### src/rtl/ex_stage_pkg.sv
// ex_stage_pkg
// Shared definitions for the execute stage: bus widths, active-low enable
// levels, ALU / memory / control operation codes, exception codes and the
// state type of the optional multiplier.
package ex_stage_pkg;

    localparam int WORD_W     = 32;
    localparam int PC_W       = 30;
    localparam int REG_ADDR_W = 5;
    localparam int ALU_OP_W   = 4;
    localparam int MEM_OP_W   = 2;
    localparam int CTRL_OP_W  = 2;
    localparam int EXP_CODE_W = 3;

    // Valid and write-enable strobes are active-low throughout the pipeline
    localparam logic ENABLE_  = 1'b0;
    localparam logic DISABLE_ = 1'b1;

    localparam logic [ALU_OP_W-1:0] ALU_OP_NOP  = 4'd0;
    localparam logic [ALU_OP_W-1:0] ALU_OP_AND  = 4'd1;
    localparam logic [ALU_OP_W-1:0] ALU_OP_OR   = 4'd2;
    localparam logic [ALU_OP_W-1:0] ALU_OP_XOR  = 4'd3;
    localparam logic [ALU_OP_W-1:0] ALU_OP_ADDS = 4'd4;
    localparam logic [ALU_OP_W-1:0] ALU_OP_ADDU = 4'd5;
    localparam logic [ALU_OP_W-1:0] ALU_OP_SUBS = 4'd6;
    localparam logic [ALU_OP_W-1:0] ALU_OP_SUBU = 4'd7;
    localparam logic [ALU_OP_W-1:0] ALU_OP_SHRL = 4'd8;
    localparam logic [ALU_OP_W-1:0] ALU_OP_SHLL = 4'd9;
    localparam logic [ALU_OP_W-1:0] ALU_OP_MUL  = 4'd10;

    localparam logic [MEM_OP_W-1:0]  MEM_OP_NOP  = 2'd0;
    localparam logic [CTRL_OP_W-1:0] CTRL_OP_NOP = 2'd0;

    localparam logic [EXP_CODE_W-1:0] ISA_EXP_NO_EXP     = 3'd0;
    localparam logic [EXP_CODE_W-1:0] ISA_EXP_UNDEF_INSN = 3'd2;
    localparam logic [EXP_CODE_W-1:0] ISA_EXP_OVERFLOW   = 3'd3;

    typedef enum logic [1:0] {
        MUL_IDLE,
        MUL_BUSY,
        MUL_DONE
    } mul_state_t;

endpackage

### src/rtl/ex_alu.sv
// ex_alu
// Purely combinational ALU of the execute stage.
// Ports:
//   op        in   ALU operation code
//   in_0/in_1 in   operands
//   result    out  ALU result (0 for undefined operations and for MUL,
//                  whose product comes from the multiplier in ex_stage)
//   overflow  out  signed overflow of ADDS / SUBS
//   undef     out  operation code is unsupported in this configuration
// Parameter MUL_EN makes op 10 a legal operation (multiplier present).
module ex_alu
    import ex_stage_pkg::*;
#(
    parameter bit MUL_EN = 1'b0
) (
    input  logic [ALU_OP_W-1:0] op,
    input  logic [WORD_W-1:0]   in_0,
    input  logic [WORD_W-1:0]   in_1,
    output logic [WORD_W-1:0]   result,
    output logic                overflow,
    output logic                undef
);

    logic [WORD_W-1:0] sum;
    logic [WORD_W-1:0] diff;

    assign sum  = in_0 + in_1;
    assign diff = in_0 - in_1;

    // Operation select; overflow is judged from operand and result sign bits
    always_comb begin
        result   = '0;
        overflow = 1'b0;
        undef    = 1'b0;
        case (op)
            ALU_OP_NOP:  result = in_0;
            ALU_OP_AND:  result = in_0 & in_1;
            ALU_OP_OR:   result = in_0 | in_1;
            ALU_OP_XOR:  result = in_0 ^ in_1;
            ALU_OP_ADDS: begin
                result   = sum;
                overflow = (in_0[WORD_W-1] == in_1[WORD_W-1]) &&
                           (sum[WORD_W-1] != in_0[WORD_W-1]);
            end
            ALU_OP_ADDU: result = sum;
            ALU_OP_SUBS: begin
                result   = diff;
                overflow = (in_0[WORD_W-1] != in_1[WORD_W-1]) &&
                           (diff[WORD_W-1] != in_0[WORD_W-1]);
            end
            ALU_OP_SUBU: result = diff;
            ALU_OP_SHRL: result = in_0 >> in_1[4:0];
            ALU_OP_SHLL: result = in_0 << in_1[4:0];
            ALU_OP_MUL:  undef  = !MUL_EN;
            default:     undef  = 1'b1;
        endcase
    end

endmodule

### src/rtl/ex_stage.sv
// ex_stage
// Execute stage of the 5-stage pipeline. Computes the ALU result from the
// ID/EX register (id_*), merges exceptions, and latches the EX/MEM register
// (ex_*). fwd_data is the combinational result fed back for forwarding.
// Ports:
//   clk, reset          clock (rising edge), synchronous active-high reset
//   id_*                ID/EX register outputs (id_en_, id_gpr_we_ active-low)
//   stall, flush        hold the EX/MEM register / insert a bubble
//   fwd_data            current result (multiplier product while in DONE)
//   ex_*                registered copies of id_*, ex_out = registered result
//   busy                multi-cycle multiply in progress (0 without EX_MUL_EN)
// Optional feature: define EX_MUL_EN to implement op 10 (MUL) as a
// shift-add multiplier taking MUL_CYCLES iterations.
module ex_stage
    import ex_stage_pkg::*;
#(
    parameter int MUL_CYCLES = 32
) (
    input  logic                  clk,
    input  logic                  reset,
    input  logic [PC_W-1:0]       id_pc,
    input  logic                  id_en_,
    input  logic [ALU_OP_W-1:0]   id_alu_op,
    input  logic [WORD_W-1:0]     id_alu_in_0,
    input  logic [WORD_W-1:0]     id_alu_in_1,
    input  logic                  id_br_flag,
    input  logic [MEM_OP_W-1:0]   id_mem_op,
    input  logic [WORD_W-1:0]     id_mem_wr_data,
    input  logic [CTRL_OP_W-1:0]  id_ctrl_op,
    input  logic [REG_ADDR_W-1:0] id_dst_addr,
    input  logic                  id_gpr_we_,
    input  logic [EXP_CODE_W-1:0] id_exp_code,
    input  logic                  stall,
    input  logic                  flush,
    output logic [WORD_W-1:0]     fwd_data,
    output logic [PC_W-1:0]       ex_pc,
    output logic                  ex_en_,
    output logic                  ex_br_flag,
    output logic [MEM_OP_W-1:0]   ex_mem_op,
    output logic [WORD_W-1:0]     ex_mem_wr_data,
    output logic [CTRL_OP_W-1:0]  ex_ctrl_op,
    output logic [REG_ADDR_W-1:0] ex_dst_addr,
    output logic                  ex_gpr_we_,
    output logic [EXP_CODE_W-1:0] ex_exp_code,
    output logic [WORD_W-1:0]     ex_out,
    output logic                  busy
);

`ifdef EX_MUL_EN
    localparam bit MUL_EN = 1'b1;
`else
    localparam bit MUL_EN = 1'b0;
`endif

    // Legal range of MUL_CYCLES is 1..32; this block only exists to name an
    // illegal setting in the elaborated hierarchy.
    if (MUL_CYCLES < 1 || MUL_CYCLES > 32) begin : g_mul_cycles_out_of_range
    end

    logic [WORD_W-1:0]     alu_result;
    logic                  alu_overflow;
    logic                  alu_undef;
    logic [WORD_W-1:0]     stage_result;
    logic [EXP_CODE_W-1:0] ld_exp_code;
    logic [MEM_OP_W-1:0]   ld_mem_op;
    logic                  ld_gpr_we_;

    ex_alu #(
        .MUL_EN (MUL_EN)
    ) u_alu (
        .op       (id_alu_op),
        .in_0     (id_alu_in_0),
        .in_1     (id_alu_in_1),
        .result   (alu_result),
        .overflow (alu_overflow),
        .undef    (alu_undef)
    );

`ifdef EX_MUL_EN
    // Each iteration consumes enough multiplier bits to cover 32 bits in
    // MUL_CYCLES iterations.
    localparam int BITS_PER_ITER = (WORD_W + MUL_CYCLES - 1) / MUL_CYCLES;

    mul_state_t        mul_state;
    logic [5:0]        mul_count;
    logic [WORD_W-1:0] mul_acc;
    logic [WORD_W-1:0] mul_mcand;
    logic [WORD_W-1:0] mul_mplier;
    logic [WORD_W-1:0] acc_next;
    logic [WORD_W-1:0] mcand_next;
    logic [WORD_W-1:0] mplier_next;
    logic              mul_valid;

    assign mul_valid    = (id_en_ == ENABLE_) && (id_alu_op == ALU_OP_MUL);
    assign busy         = ((mul_state == MUL_IDLE) && mul_valid) ||
                          (mul_state == MUL_BUSY);
    assign stage_result = (mul_state == MUL_DONE) ? mul_acc : alu_result;

    // One shift-add iteration: add the multiplicand for every set multiplier
    // bit, shifting the multiplicand up and the multiplier down each bit.
    always_comb begin
        acc_next    = mul_acc;
        mcand_next  = mul_mcand;
        mplier_next = mul_mplier;
        for (int i = 0; i < BITS_PER_ITER; i++) begin
            if (mplier_next[0]) begin
                acc_next = acc_next + mcand_next;
            end
            mcand_next  = mcand_next << 1;
            mplier_next = mplier_next >> 1;
        end
    end

    // Multiplier FSM. BUSY keeps iterating even while stall is high, since
    // upstream stalls on busy; flush abandons the product.
    always_ff @(posedge clk) begin
        if (reset) begin
            mul_state  <= MUL_IDLE;
            mul_count  <= '0;
            mul_acc    <= '0;
            mul_mcand  <= '0;
            mul_mplier <= '0;
        end else begin
            case (mul_state)
                MUL_IDLE: begin
                    if (mul_valid && !stall && !flush) begin
                        mul_acc    <= '0;
                        mul_mcand  <= id_alu_in_0;
                        mul_mplier <= id_alu_in_1;
                        mul_count  <= 6'(MUL_CYCLES - 1);
                        mul_state  <= MUL_BUSY;
                    end
                end
                MUL_BUSY: begin
                    if (flush) begin
                        mul_state <= MUL_IDLE;
                    end else begin
                        mul_acc    <= acc_next;
                        mul_mcand  <= mcand_next;
                        mul_mplier <= mplier_next;
                        if (mul_count == '0) begin
                            mul_state <= MUL_DONE;
                        end else begin
                            mul_count <= mul_count - 6'd1;
                        end
                    end
                end
                MUL_DONE: begin
                    if (!stall) begin
                        mul_state <= MUL_IDLE;
                    end
                end
                default: mul_state <= MUL_IDLE;
            endcase
        end
    end
`else
    assign busy         = 1'b0;
    assign stage_result = alu_result;
`endif

    assign fwd_data = stage_result;

    // Exception merge: an incoming exception wins; otherwise a valid
    // instruction that overflows or is undefined raises its own exception
    // and is stripped of its memory access and register write.
    always_comb begin
        ld_exp_code = id_exp_code;
        ld_mem_op   = id_mem_op;
        ld_gpr_we_  = id_gpr_we_;
        if (id_en_ == ENABLE_ && id_exp_code == ISA_EXP_NO_EXP) begin
            if (alu_undef) begin
                ld_exp_code = ISA_EXP_UNDEF_INSN;
                ld_mem_op   = MEM_OP_NOP;
                ld_gpr_we_  = DISABLE_;
            end else if (alu_overflow) begin
                ld_exp_code = ISA_EXP_OVERFLOW;
                ld_mem_op   = MEM_OP_NOP;
                ld_gpr_we_  = DISABLE_;
            end
        end
    end

    // EX/MEM register: reset > stall > flush > load; an in-flight multiply
    // also holds the register.
    always_ff @(posedge clk) begin
        if (reset || (!stall && flush)) begin
            ex_pc          <= '0;
            ex_en_         <= DISABLE_;
            ex_br_flag     <= 1'b0;
            ex_mem_op      <= MEM_OP_NOP;
            ex_mem_wr_data <= '0;
            ex_ctrl_op     <= CTRL_OP_NOP;
            ex_dst_addr    <= '0;
            ex_gpr_we_     <= DISABLE_;
            ex_exp_code    <= ISA_EXP_NO_EXP;
            ex_out         <= '0;
        end else if (!stall && !busy) begin
            ex_pc          <= id_pc;
            ex_en_         <= id_en_;
            ex_br_flag     <= id_br_flag;
            ex_mem_op      <= ld_mem_op;
            ex_mem_wr_data <= id_mem_wr_data;
            ex_ctrl_op     <= id_ctrl_op;
            ex_dst_addr    <= id_dst_addr;
            ex_gpr_we_     <= ld_gpr_we_;
            ex_exp_code    <= ld_exp_code;
            ex_out         <= stage_result;
        end
    end

endmodule

### config.mk
export PLATFORM = sky130hd
export DESIGN_NAME = ex_stage
export DESIGN_NICKNAME = d
export VERILOG_FILES = /design/src/rtl/ex_stage_pkg.sv /design/src/rtl/ex_alu.sv /design/src/rtl/ex_stage.sv
export SDC_FILE = /design/constraint.sdc
export NUM_CORES = 1
export LEC_CHECK = 0
export BUFFER_PORTS_ARGS = -buffer_cell sky130_fd_sc_hd__buf_2
export CORE_MARGIN = 5
export CORE_UTILIZATION = 40
export DETAILED_ROUTE_END_ITERATION = 10
export PLACE_DENSITY = 0.74
export SLEW_MARGIN = 40
export SYNTH_ARGS = -nofsm -noshare
export SYNTH_HDL_FRONTEND = slang
export SYNTH_SLANG_ARGS = --single-unit
### constraint.sdc
create_clock -name clk -period 13.9 [get_ports clk]
set_input_delay 2.78 -clock clk [delete_from_list [all_inputs] [get_ports clk]]
set_output_delay 2.78 -clock clk [all_outputs]
set_load 0.1 [all_outputs]
==> results.toml, run 1 <==
[sta]
setup-violations-final = 0
worst_slew_pin_slew_ns = 0.918
min_period_over_period_pct = 69.8
rsz0062_at_grt = "no"
tns_ns = 0
final_max_slew_viol_count = 0
timing.final.crit_period_ns = 9.70
hold_violations = 0
clock.fmax_mhz = 103
fin_hold_ws_ns = 0.473
slew_headroom_pct = 38.2
skew_ns = 0

[route]
drt_wl_total_um = 53200
vias = 13600
ant_nets = 0
drc = 0
wl_per_cell_um = 24.0
initialDrtViolationCount = 1705
viasPerCell = 6.10
first_pass_iters = 8

[synth]
syn_inst = 1628
synth-seq-cells = 109
synth_top_family_by_area = "compound AO/OA/AOI/OAI gates"
synth-seq-area-share_pct = 18.4
synth_mux_area_share_pct = 14.9
synth-xor-area-share_pct = 2.14
synth_edf_count = 0
syn_area_per_cell_um2 = 7.27
syn-num-nets = 1877
synth_compound_area_share_pct = 28.6
yosys.area_share.simple_pct = 17.6
synth_fa_ha_area_share_pct = 10.7
synth_top_cell_by_area = "dfxtp_1"
synth_common_cells = "217 x nor2_1, 160 x a21oi_1, 138 x mux2i_1"
synth_top_area_share_pct = 18.4
synth_area_leaders = "dfxtp_1 18%, mux2i_1 12%, ha_1 10%"
yosys_warnings = 0
async_flop_share_pct = 0
yosysMostFrequentCell = "nor2_1"
synth_flop_cell = "dfxtp_1"
ys_types = 79
synthesis.area_um2 = 11800

[die]
boundaryPins = 291
fp.dieH_um = 182
fp.dieW_um = 182
design.die.area_um2 = 33100
initial_core_util_pct = 40.2
core.rowCount = 63
core-area_um2 = 29400

[clock_tree]
clk_latency_ns = 0.34
cts_num_sinks = 109
ctsResizeCount = 0
htree_levels = 3
cts_root_buf = "clkbuf_16"
cts_setup_buffers = 0
cts_buffers = 9
clkTransAtPathRegs_ns = 0.07
cts_hold_buf = 0
cts_tree = "done"
clockBufferDepth = 2

[power_and_ir_drop]
ir_drop_uv = 79.7
power_density_nw_per_um2 = 95.6
p_leak_nw = 6.72
power_mw = 1.32

[global_routing]
grt_overflow_total = 0
grt_pass1_vias = 12700
grt_pass1_wl_um = 78900
grt_use_total_pct = 30.3
grt_start_max_net_pins = 85
antenna_found_initial = 1

[placement]
routabilityCongestion = 1.02
portBuffers = 289
hpwlAfterDp_um = 42600

[outcome]
outcome = "finished, final reports clean"

[cells_and_area]
n_antenna_cell = 0
layout-drive-gt1-share_pct = 20.8
fin_nets = 2074
fin_util_pct = 47.0
synthToLayoutAreaGrowth_pct = 16.8

[job]
drv_cap = 0

[worst_setup_path]
worstPathRequired_ns = 11.12
crit_type = "input pin to output port"
endpoint_kind = "output port"
critPathLaunchType = "input pin"
cp_max_fo = 49
arrival_ns = 6.92

[hold_path]
hold_class = "flip-flop to flip-flop"
[logic make-up (layout without fill, tap and decap cells)]
family	count (synthesis)	in the layout
AOI/OAI and AO/OA	525	525
xor gates and xnor gates	28	28
adders and majority gates	100	100
buffers and inverters	230	432
DFF	109	109
muxes	162	162
other	1	1
and+or+nand+nor	473	473
[flip-flops by register name, summed over array words and instances, names as in the netlist]
name	count
ex_mem_op	2
ex_mem_wr_data	32
ex_br_flag	1
ex_en_	1
ex_ctrl_op	2
ex_dst_addr	5
ex_exp_code	3
ex_gpr_we_	1
ex_pc	30
ex_out	32
[through the flow]
step | area [µm²] | instances | setup WS, ns
6_report | 13800 | 2220 | 4.20
5_1_grt | 13800 | 2220 | 3.96
4_1_cts | 13800 | 2220 | 3.60
3_5_place_dp | 13500 | 2204 | 3.61
3_3_place_gp | 13500 | 2204 | 3.69
2_1_floorplan | 11800 | 1628 | 3.48
[final timing paths]
kind	from	to	slack, ns	cells past startpoint
max reg2reg	ex_pc[20]	ex_pc[20]	13.16	2
min	ex_mem_op[0]	ex_mem_op[0]	0.47	1
min reg2reg	ex_mem_op[0]	ex_mem_op[0]	0.47	1
max	id_alu_in_1[2]	fwd_data[20]	4.20	14
[layer usage]
metal	vias up	global-route usage, %	routed length (µm)
met3	127	4.67	4390
met1	6454	39.6	21200
li1	6222	-	-
met5	-	0	0
met2	749	50.0	25000
met4	0	12.3	2570
[critical path: stages]
cell     delay, ns
buf_4         0.42
inv_1         0.10
buf_4         0.34
ha_1          0.53
nor2_1        0.11
or3_1         0.34
a211o_1       0.30
a21oi_1       0.40
or2_2         0.24
a21o_1        0.13
a31oi_1       0.10
xor2_1        0.18
o21ai_0       0.41
buf_2         0.52
[area by class of cell]
class,count,area [µm²]
fill,3028,15600
timing repair buffer,308,1600
inverter,108,405
multi-input combinational,1289,8800
clock inverter,5,88.8
clock buffer,11,253
sequential,109,2180
tap,390,488
[power breakdown]
group / internal [mW] / leakage [nW] / total, mW / switching (mW)
clock network: 0.171 / 0.169 / 0.292 / 0.121
logic: 0.171 / 5.65 / 0.692 / 0.521
registers: 0.329 / 0.895 / 0.338 / 0.00854
[cells in the final DEF, fill, tap and decap left out, types with 25 or more instances in the layout]
cell type and count:
a211oi_1 27, a21oi_1 159, a22oi_1 25, buf_2 287, dfxtp_1 109, ha_1 98
inv_1 104, mux2i_1 138, nand2_1 115, nand3_1 28, nor2_1 217, nor3_1 25
o211ai_1 29, o21ai_0 120
No activity file was read; power rests on OpenSTA's default activity.
==> run 2, diff against run 1 <==
==> constraint.sdc (replaced) <==
create_clock -name clk -period 9.6 [get_ports clk]
set_input_delay 1.92 -clock clk [delete_from_list [all_inputs] [get_ports clk]]
set_output_delay 1.92 -clock clk [all_outputs]
set_load 0.1 [all_outputs]
==> results.toml, run 2 (same netlist as run 1, synthesis figures left out) <==
[cells_and_area]
top_regs = "ex_mem_wr_data (32), ex_out (32), ex_pc (30)"
layout_commonest_cell = "buf_2"
fin_nets = 2075
fin_util_pct = 46.8
fillerInstances = 3047
synthToLayoutAreaGrowth_pct = 16.4
layout_common_cells = "287 x buf_2, 217 x nor2_1, 159 x a21oi_1, 138 x mux2i_1, 118 x o21ai_0"
final_area_um2 = 13800
layout-drive-gt1-share_pct = 20.8

[die]
design.die.area_um2 = 33100
core-area_um2 = 29400
fp.dieW_um = 182
boundaryPins = 291
initial_core_util_pct = 40.2
core.rowCount = 63
fp.dieH_um = 182

[sta]
fin_hold_ws_ns = 0.464
tns_ns = 0
min_period_over_period_pct = 80.4
slew_headroom_pct = 35.6
skew_ns = 0
setup-violations-final = 0
rsz0062_at_grt = "no"
hold_violations = 0
final_max_slew_viol_count = 0
clock.fmax_mhz = 130
timing.final.crit_period_ns = 7.72
worst_slew_pin_slew_ns = 0.956

[global_routing]
grt_pass1_wl_um = 78400
grt_pass1_vias = 12900
antenna_found_initial = 0
grt_use_total_pct = 29.9
grt_overflow_total = 0
grt_start_max_net_pins = 67

[placement]
hpwlAfterDp_um = 41800
portBuffers = 289
dpl_cell_area_um2 = 13500
routabilityCongestion = 0.997

[clock_tree]
cts_root_buf = "clkbuf_16"
ctsResizeCount = 0
htree_levels = 3
cts_num_sinks = 109
cts_tree = "done"
clkTransAtPathRegs_ns = 0.07
clk_latency_ns = 0.35
cts_buffers = 9
clockBufferDepth = 2
cts_setup_buffers = 0
cts_hold_buf = 0

[worst_setup_path]
worstReg2RegStart = "ex_out[30]"
worstPathRequired_ns = 7.68
critPathLaunchType = "input pin"
rr_endpoint = "ex_out[30]"
cp_max_fo = 40
critPathCapture = "fwd_data[20]"
endpoint_kind = "output port"
reg2reg_depth = 2
cpMostUsedCell = "buf_2"
slowest_delay_ns = 0.57
crit_path_start = "id_alu_in_1[0]"
arrival_ns = 5.80
crit_type = "input pin to output port"
critical-path-slowest-cell = "buf_2"
cp_cell_sequence = "buf_2, ha_1, fa_1, nor2_1, or3_1, a211o_1, a21oi_1, or2_2, a21o_1, a31oi_1, xor2_1, o21ai_0, buf_2"
reg2reg_setup_slack_ns = 8.86

[power_and_ir_drop]
power_density_nw_per_um2 = 134
p_leak_nw = 6.68
ir_drop_uv = 117

[route]
viasPerCell = 6.07
vias = 13500
drc = 0
drt_wl_total_um = 52600
initialDrtViolationCount = 1403
ant_nets = 0
first_pass_iters = 6
wl_per_cell_um = 23.7

[job]
drv_cap = 0

[hold_path]
hold_class = "flip-flop to flip-flop"

[outcome]
outcome = "finished, final reports clean"
==> run 2: final cells by class <==
type / count / area, µm² / share of cell area (%)
diodes: 1 / 2.50 / 0.0182
repair buffers: 309 / 1610 / 11.7
flip-flops and latches: 109 / 2180 / 15.8
clock inverters: 4 / 32.5 / 0.236
inverters: 108 / 405 / 2.94
well taps: 390 / 488 / 3.54
multi-input cells: 1289 / 8810 / 64.0
clock buffers: 12 / 246 / 1.79
==> run 2: metal layers <==
metal,vias to the layer above,track usage [%],routed length [µm]
li1,6240,-,-
met3,153,5.59,4090
met2,696,50.3,24800
met4,0,12.2,2560
met1,6388,37.7,21200
met5,-,0,0
==> run 2: how the worst min path moves through the flow <==
stage	start	end	slack (ns)	cells after the start
2_1_floorplan	ex_gpr_we_	ex_gpr_we_	0.90	2
3_3_place_gp	ex_mem_op[0]	ex_mem_op[0]	0.44	1
3_5_place_dp	ex_mem_op[0]	ex_mem_op[0]	0.45	1
4_1_cts	ex_mem_op[0]	ex_mem_op[0]	0.47	1
5_1_grt	ex_mem_op[0]	ex_mem_op[0]	0.50	1
6_report	ex_mem_op[0]	ex_mem_op[0]	0.46	1
==> run 2: per-stage QoR <==
stage	power, mW	setup WS [ns]	instances
after detailed placement	1.48	1.99	2205
after CTS	1.84	1.98	2221
after floorplan	1.23	0.897	1628
after global placement	1.48	1.87	2205
after global routing	1.92	1.64	2221
final	1.85	1.88	2222
==> run 2: worst max-delay path: cells and delay by family <==
| kind | cells | cell delay (ns) |
|---|---|---|
| compound gates | 5 | 1.40 |
| xor+xnor | 1 | 0.18 |
| fa+ha+maj | 2 | 0.53 |
| buf+inv | 2 | 1.10 |
| simple gates | 3 | 0.64 |
==> run 2: power breakdown <==
group	switching [mW]	internal [mW]	leakage (nW)
logic	0.754	0.247	5.66
clock network	0.169	0.185	0.129
registers	0.0125	0.477	0.895
